**src/rtl/mips_inst_enc.sv**
```systemverilog
// Packs decoded MIPS instruction fields into 32-bit words, buffers them in a
// 2-entry FIFO and streams them into instruction memory. Macro: INST_ENC_STRICT_EN.
module mips_inst_enc #(
  parameter int unsigned ADDR_W    = 10,
  parameter int unsigned BASE_ADDR = 0
) (
  input  logic              clock,
  input  logic              reset_n,
  input  logic              flush,
  input  logic              req_valid,
  output logic              req_ready,
  input  logic [5:0]        req_opc,
  input  logic [5:0]        req_funct,
  input  logic [4:0]        req_rs,
  input  logic [4:0]        req_rt,
  input  logic [4:0]        req_rd,
  input  logic [4:0]        req_shamt,
  input  logic [15:0]       req_imm,
  input  logic [25:0]       req_target,
  output logic              wr_en,
  input  logic              wr_ready,
  output logic [ADDR_W-1:0] wr_addr,
  output logic [31:0]       wr_data,
  output logic              err_pulse,
  output logic [15:0]       err_count,
  output logic [ADDR_W:0]   words_written
);

  localparam logic [ADDR_W-1:0] BASE = ADDR_W'(BASE_ADDR);

`ifdef INST_ENC_STRICT_EN
  function automatic logic is_legal(input logic [5:0] opc, input logic [5:0] funct,
                                    input logic [4:0] rt);
    logic ok;
    case (opc)
      6'd0:       ok = funct inside {6'd0, 6'd2, 6'd3, 6'd4, 6'd6, 6'd7, 6'd8, 6'd9,
                                     [6'd32:6'd39], 6'd42, 6'd43};
      6'd1:       ok = rt inside {5'd0, 5'd1, 5'd16, 5'd17};
      6'd2, 6'd3: ok = 1'b1;
      default:    ok = opc inside {[6'd4:6'd15], 6'h20, 6'h21, 6'h23, 6'h24, 6'h25,
                                   6'h28, 6'h29, 6'h2b};
    endcase
    return ok;
  endfunction
`endif

  logic        legal;
  logic [31:0] word;
  logic [4:0]  rs_m, rt_m, rd_m, sh_m;

  always_comb begin
    rs_m = req_rs;
    rt_m = req_rt;
    rd_m = req_rd;
    sh_m = req_shamt;
    word = '0;
    case (req_opc)
      6'd0: begin
        case (req_funct)
          6'd0, 6'd2, 6'd3: rs_m = '0;
          6'd4, 6'd6, 6'd7: sh_m = '0;
          6'd8: begin
            rt_m = '0;
            rd_m = '0;
            sh_m = '0;
          end
          6'd9: begin
            rt_m = '0;
            sh_m = '0;
          end
          default: ;
        endcase
        word = {req_opc, rs_m, rt_m, rd_m, sh_m, req_funct};
      end
      6'd1:       word = {req_opc, rs_m, rt_m, req_imm};
      6'd2, 6'd3: word = {req_opc, req_target};
      default: begin
        if (req_opc == 6'h0F) rs_m = '0;
        if (req_opc == 6'd6 || req_opc == 6'd7) rt_m = '0;
        word = {req_opc, rs_m, rt_m, req_imm};
      end
    endcase
`ifdef INST_ENC_STRICT_EN
    legal = is_legal(req_opc, req_funct, req_rt);
`else
    legal = 1'b1;
`endif
  end

  logic [31:0] mem [2];
  logic        head;
  logic        tail;
  logic [1:0]  count;
  logic        accept, push, pop;

  assign req_ready = (count != 2'd2);
  assign wr_en     = (count != 2'd0);
  assign wr_data   = wr_en ? mem[head] : '0;
  assign tail      = head ^ count[0];
  assign accept    = req_valid && req_ready;
  assign push      = accept && legal && !flush;
  assign pop       = wr_en && wr_ready && !flush;

  always_ff @(posedge clock) begin
    if (push) mem[tail] <= word;
  end

  always_ff @(posedge clock or negedge reset_n) begin
    if (!reset_n) begin
      count         <= '0;
      head          <= 1'b0;
      wr_addr       <= BASE;
      words_written <= '0;
      err_pulse     <= 1'b0;
      err_count     <= '0;
    end else if (flush) begin
      count         <= '0;
      head          <= 1'b0;
      wr_addr       <= BASE;
      words_written <= '0;
      err_pulse     <= 1'b0;
    end else begin
      count     <= count + 2'(push) - 2'(pop);
      err_pulse <= accept && !legal;
      if (accept && !legal && err_count != 16'hFFFF) err_count <= err_count + 16'd1;
      if (pop) begin
        head    <= ~head;
        wr_addr <= wr_addr + 1'b1;
        if (words_written != '1) words_written <= words_written + 1'b1;
      end
    end
  end

endmodule

```
**config.mk**
```make
export PLATFORM = sky130hd
export DESIGN_NAME = mips_inst_enc
export DESIGN_NICKNAME = d
export VERILOG_FILES = /design/src/rtl/mips_inst_enc.sv
export SDC_FILE = /design/constraint.sdc
export NUM_CORES = 1
export LEC_CHECK = 0
export BUFFER_PORTS_ARGS = -buffer_cell sky130_fd_sc_hd__buf_2
export CAP_MARGIN = 20
export CORE_MARGIN = 2
export CORE_UTILIZATION = 51
export CTS_BUF_LIST = sky130_fd_sc_hd__clkbuf_4 sky130_fd_sc_hd__clkbuf_8 sky130_fd_sc_hd__clkbuf_16
export DETAILED_ROUTE_END_ITERATION = 10
export PLACE_DENSITY = 0.84
export SLEW_MARGIN = 20
export SYNTH_ARGS = -nofsm -noshare
export SYNTH_HDL_FRONTEND = slang
export SYNTH_SLANG_ARGS = --single-unit
```
**constraint.sdc**
```tcl
create_clock -name clock -period 5 [get_ports clock]
set_clock_uncertainty 0.15 [all_clocks]
set_input_delay 0.75 -clock clock [delete_from_list [all_inputs] [get_ports clock]]
set_output_delay 0.75 -clock clock [all_outputs]
set_load 0.005 [all_outputs]
```
==> results.toml <==
[outcome]
outcome = "completed"

[die]
chipWidth_um = 96.9
die_h_um = 96.9
core.rowCount = 33
initial_core_util_pct = 53.1
io_pins = 151
coreArea_sq_mm = 0.00830
dieArea_sq_mm = 0.00940

[setup_path]
path_class = "register to output pin"
crit_path_start_kind = "register"
crit_arrival_ns = 1.97
critPathMaxFanout = 34
slowest_stage = "dfrtp_2"
end_kind = "output pin"
path_cells = "mux2i_1 > nor2_1 > buf_2"
required_ns = 4.10
max_stage_delay_ns = 1.05

[timing]
fmax_mhz = 348
setup_tns_ns = 0
finalCritPeriodShare_pct = 57.5
slew_headroom_pct = 31.1
holdWs_ns = 0.225
setup_viol = 0
hold_violations = 0
fin_crit_ns = 2.87
final-max-slew-violation-count = 0
tightest_slew_ns = 1.03
grt_setup_unrepaired = "false"

[routing]
drc = 0
routedWlPerCell_um = 16.5
first_iter_violations = 143
num_vias = 3418
route.met2.wl_mm = 5.04
dr.pass1.iters = 5
via_per_inst = 5.58
wl_met3_um = 740
final_antenna_net_count = 0
drt-met1-wl_mm = 4.14
top_layer = "met4"
drt_wl_total_mm = 10.1

[min_path]
timing.hold.worst.class = "input port to async pin"

[place]
io_buffer_count = 133
place.gp.congestion = 0.857
place_hpwl_mm = 7.16

[clock_network]
postCtsHoldBufs = 0
cts_tree = "yes"
numCtsBuffers = 9
cts_resized = 0
clk_pin_slew_ns = 0.08
cts_setup_buffers = 0
clock_latency_ns = 0.34
clock-sinks = 88
cts_root_buf = "clkbuf_8"
htree_levels = 3
cts_max_path_buffers = 2

[synthesis]
yosys.area_share.simple_pct = 12.9
synth-seq-cells = 88
async_reset_ff_share_pct = 27.3
synthMuxAreaShare_pct = 7.73
synth_top_family_by_area = "simple AND/OR/NAND/NOR gates"
synth_seq_area_share_pct = 57.3
yosysUniqueCellTypes = 47
syn_area_sq_mm = 0.00440
synth-xor-area-share_pct = 2.98
syn_inst = 376
yosys_warnings = 0
synth_edf_count = 64
synthFlopType = "edfxtp_1"
yosys.area_share.adder_pct = 1.14
synth_compound_area_share_pct = 11.7
syn_area_per_cell_sq_um = 11.7

[finish]
drive_above_1_share_pct = 31.6
num_antenna_cells = 0
area_growth_pct = 19.1
finalNetCount = 585

[grt]
grt_max_degree = 35
grt_pass1_wl_mm = 16.2
grt_remaining_overflow = 0
grt_pass1_vias = 3331
track_usage_pct = 21.6
antenna_found_initial = 0

[pwr]
power_mw = 1.74
leakage_nw = 2.30
irDropWorstVdd_v = 0.000150
powerDensity_mw_per_mm2 = 332

[job]
max_cap_violations = 0
-- power by group --
group | switching [mW] | internal, mW | total, mW
Sequential | 0.0526 | 0.856 | 0.909
Clock | 0.237 | 0.238 | 0.476
Combinational | 0.200 | 0.159 | 0.359
Total | 0.490 | 1.25 | 1.74
-- flip-flops by register name, indices dropped and copies added (netlist names) --
signal,cells
head,1
words_written,11
count,2
mem,64
wr_addr,10
-- cell families after synthesis --
logic type | after synthesis
AO/OA/AOI/OAI | 73
XOR/XNOR | 15
adder cells (fa/ha/maj) | 4
buffers and inverters | 46
flip-flops | 88
multiplexers | 34
other | 1
AND/OR/NAND/NOR | 115
-- synthesized netlist by cell type, types with 9 or more instances --
| cell type | instances | area, sq um |
|---|---|---|
| nand2_1 | 9 | 33.8 |
| o21ai_1 | 11 | 55.1 |
| buf_4 | 17 | 128 |
| inv_1 | 11 | 41.3 |
| a21oi_1 | 13 | 65.1 |
| mux2i_1 | 34 | 340 |
| nand3_1 | 9 | 45.0 |
| nor2_1 | 58 | 218 |
| a22oi_1 | 11 | 82.6 |
| edfxtp_1 | 64 | 1920 |
| a22o_1 | 15 | 131 |
| dfrtp_1 | 24 | 601 |
-- metrics by stage --
stage	std cells	setup WS, ns	instance area [sq um]	util [%]
detailed placement	596	1.96	5060	60.9
finish	612	2.13	5250	63.2
CTS	612	2.11	5250	63.2
global placement	596	2.08	5060	60.9
floorplan	392	1.85	4460	-
global route	612	1.98	5250	63.2
-- critical path: cells and delay by family, from the launching register on --
| family | cells | cell delay [ns] |
|---|---|---|
| buffers and inverters | 1 | 0.14 |
| DFF | 1 | 1.05 |
| muxes | 1 | 0.34 |
| and+or+nand+nor | 1 | 0.07 |
-- worst paths after layout --
check | cells past startpoint | to | from | slack (ns)
worst max-delay path | 3 | wr_data[31] | head$_DFFE_PN0P_ | 2.13
min in group clock | 2 | words_written[10]$_DFFE_PN0P_ | words_written[10]$_DFFE_PN0P_ | 0.40
worst max register to register | 2 | mem[1][29]$_DFFE_PP_ | head$_DFFE_PN0P_ | 2.19
worst min register to register | 2 | words_written[10]$_DFFE_PN0P_ | words_written[10]$_DFFE_PN0P_ | 0.40
max in group asynchronous | 1 | head$_DFFE_PN0P_ | reset_n | 4.08
worst min-delay path | 1 | words_written[6]$_DFFE_PN0P_ | reset_n | 0.23
-- area by class of cell --
type / instances / area, sq um
clock inverter: 5 / 48.8
sequential: 88 / 2520
clock buffer: 11 / 139
tap: 105 / 131
fill: 689 / 3050
timing repair buffer: 134 / 673
multi-input combinational: 258 / 1690
inverter: 11 / 41.3
-- placed cells by master, fill, tap and decap left out, types with 3 or more instances in the layout --
| master | synthesis | routed |
|---|---|---|
| and3_1 | 7 | 7 |
| xnor2_1 | 7 | 7 |
| nand4_1 | 7 | 7 |
| o21ai_0 | 4 | 4 |
| o31ai_1 | 3 | 3 |
| nand3_1 | 9 | 9 |
| conb_1 | 1 | 17 |
| clkinv_2 | 0 | 3 |
| a21oi_1 | 13 | 13 |
| a22o_1 | 15 | 15 |
| xor2_1 | 8 | 8 |
| inv_1 | 11 | 11 |
| a21o_1 | 5 | 5 |
| o21ai_1 | 11 | 11 |
| or4_1 | 4 | 4 |
| nor3_1 | 5 | 5 |
| mux2i_1 | 34 | 34 |
| nor2_1 | 58 | 56 |
| ha_1 | 4 | 4 |
| buf_2 | 7 | 133 |
| nand2_1 | 9 | 9 |
| dfrtp_1 | 24 | 23 |
| edfxtp_1 | 64 | 64 |
| clkbuf_8 | 0 | 9 |
| a22oi_1 | 11 | 11 |
-- per-layer routing --
| metal | track usage, % | vias to the layer above |
|---|---|---|
| met5 | 0 | - |
| met1 | 27.9 | 1642 |
| li1 | - | 1604 |
| met4 | 8.88 | 0 |
| met3 | 4.70 | 17 |
| met2 | 35.6 | 155 |
Note: power is estimated with default switching activity, not from simulation.
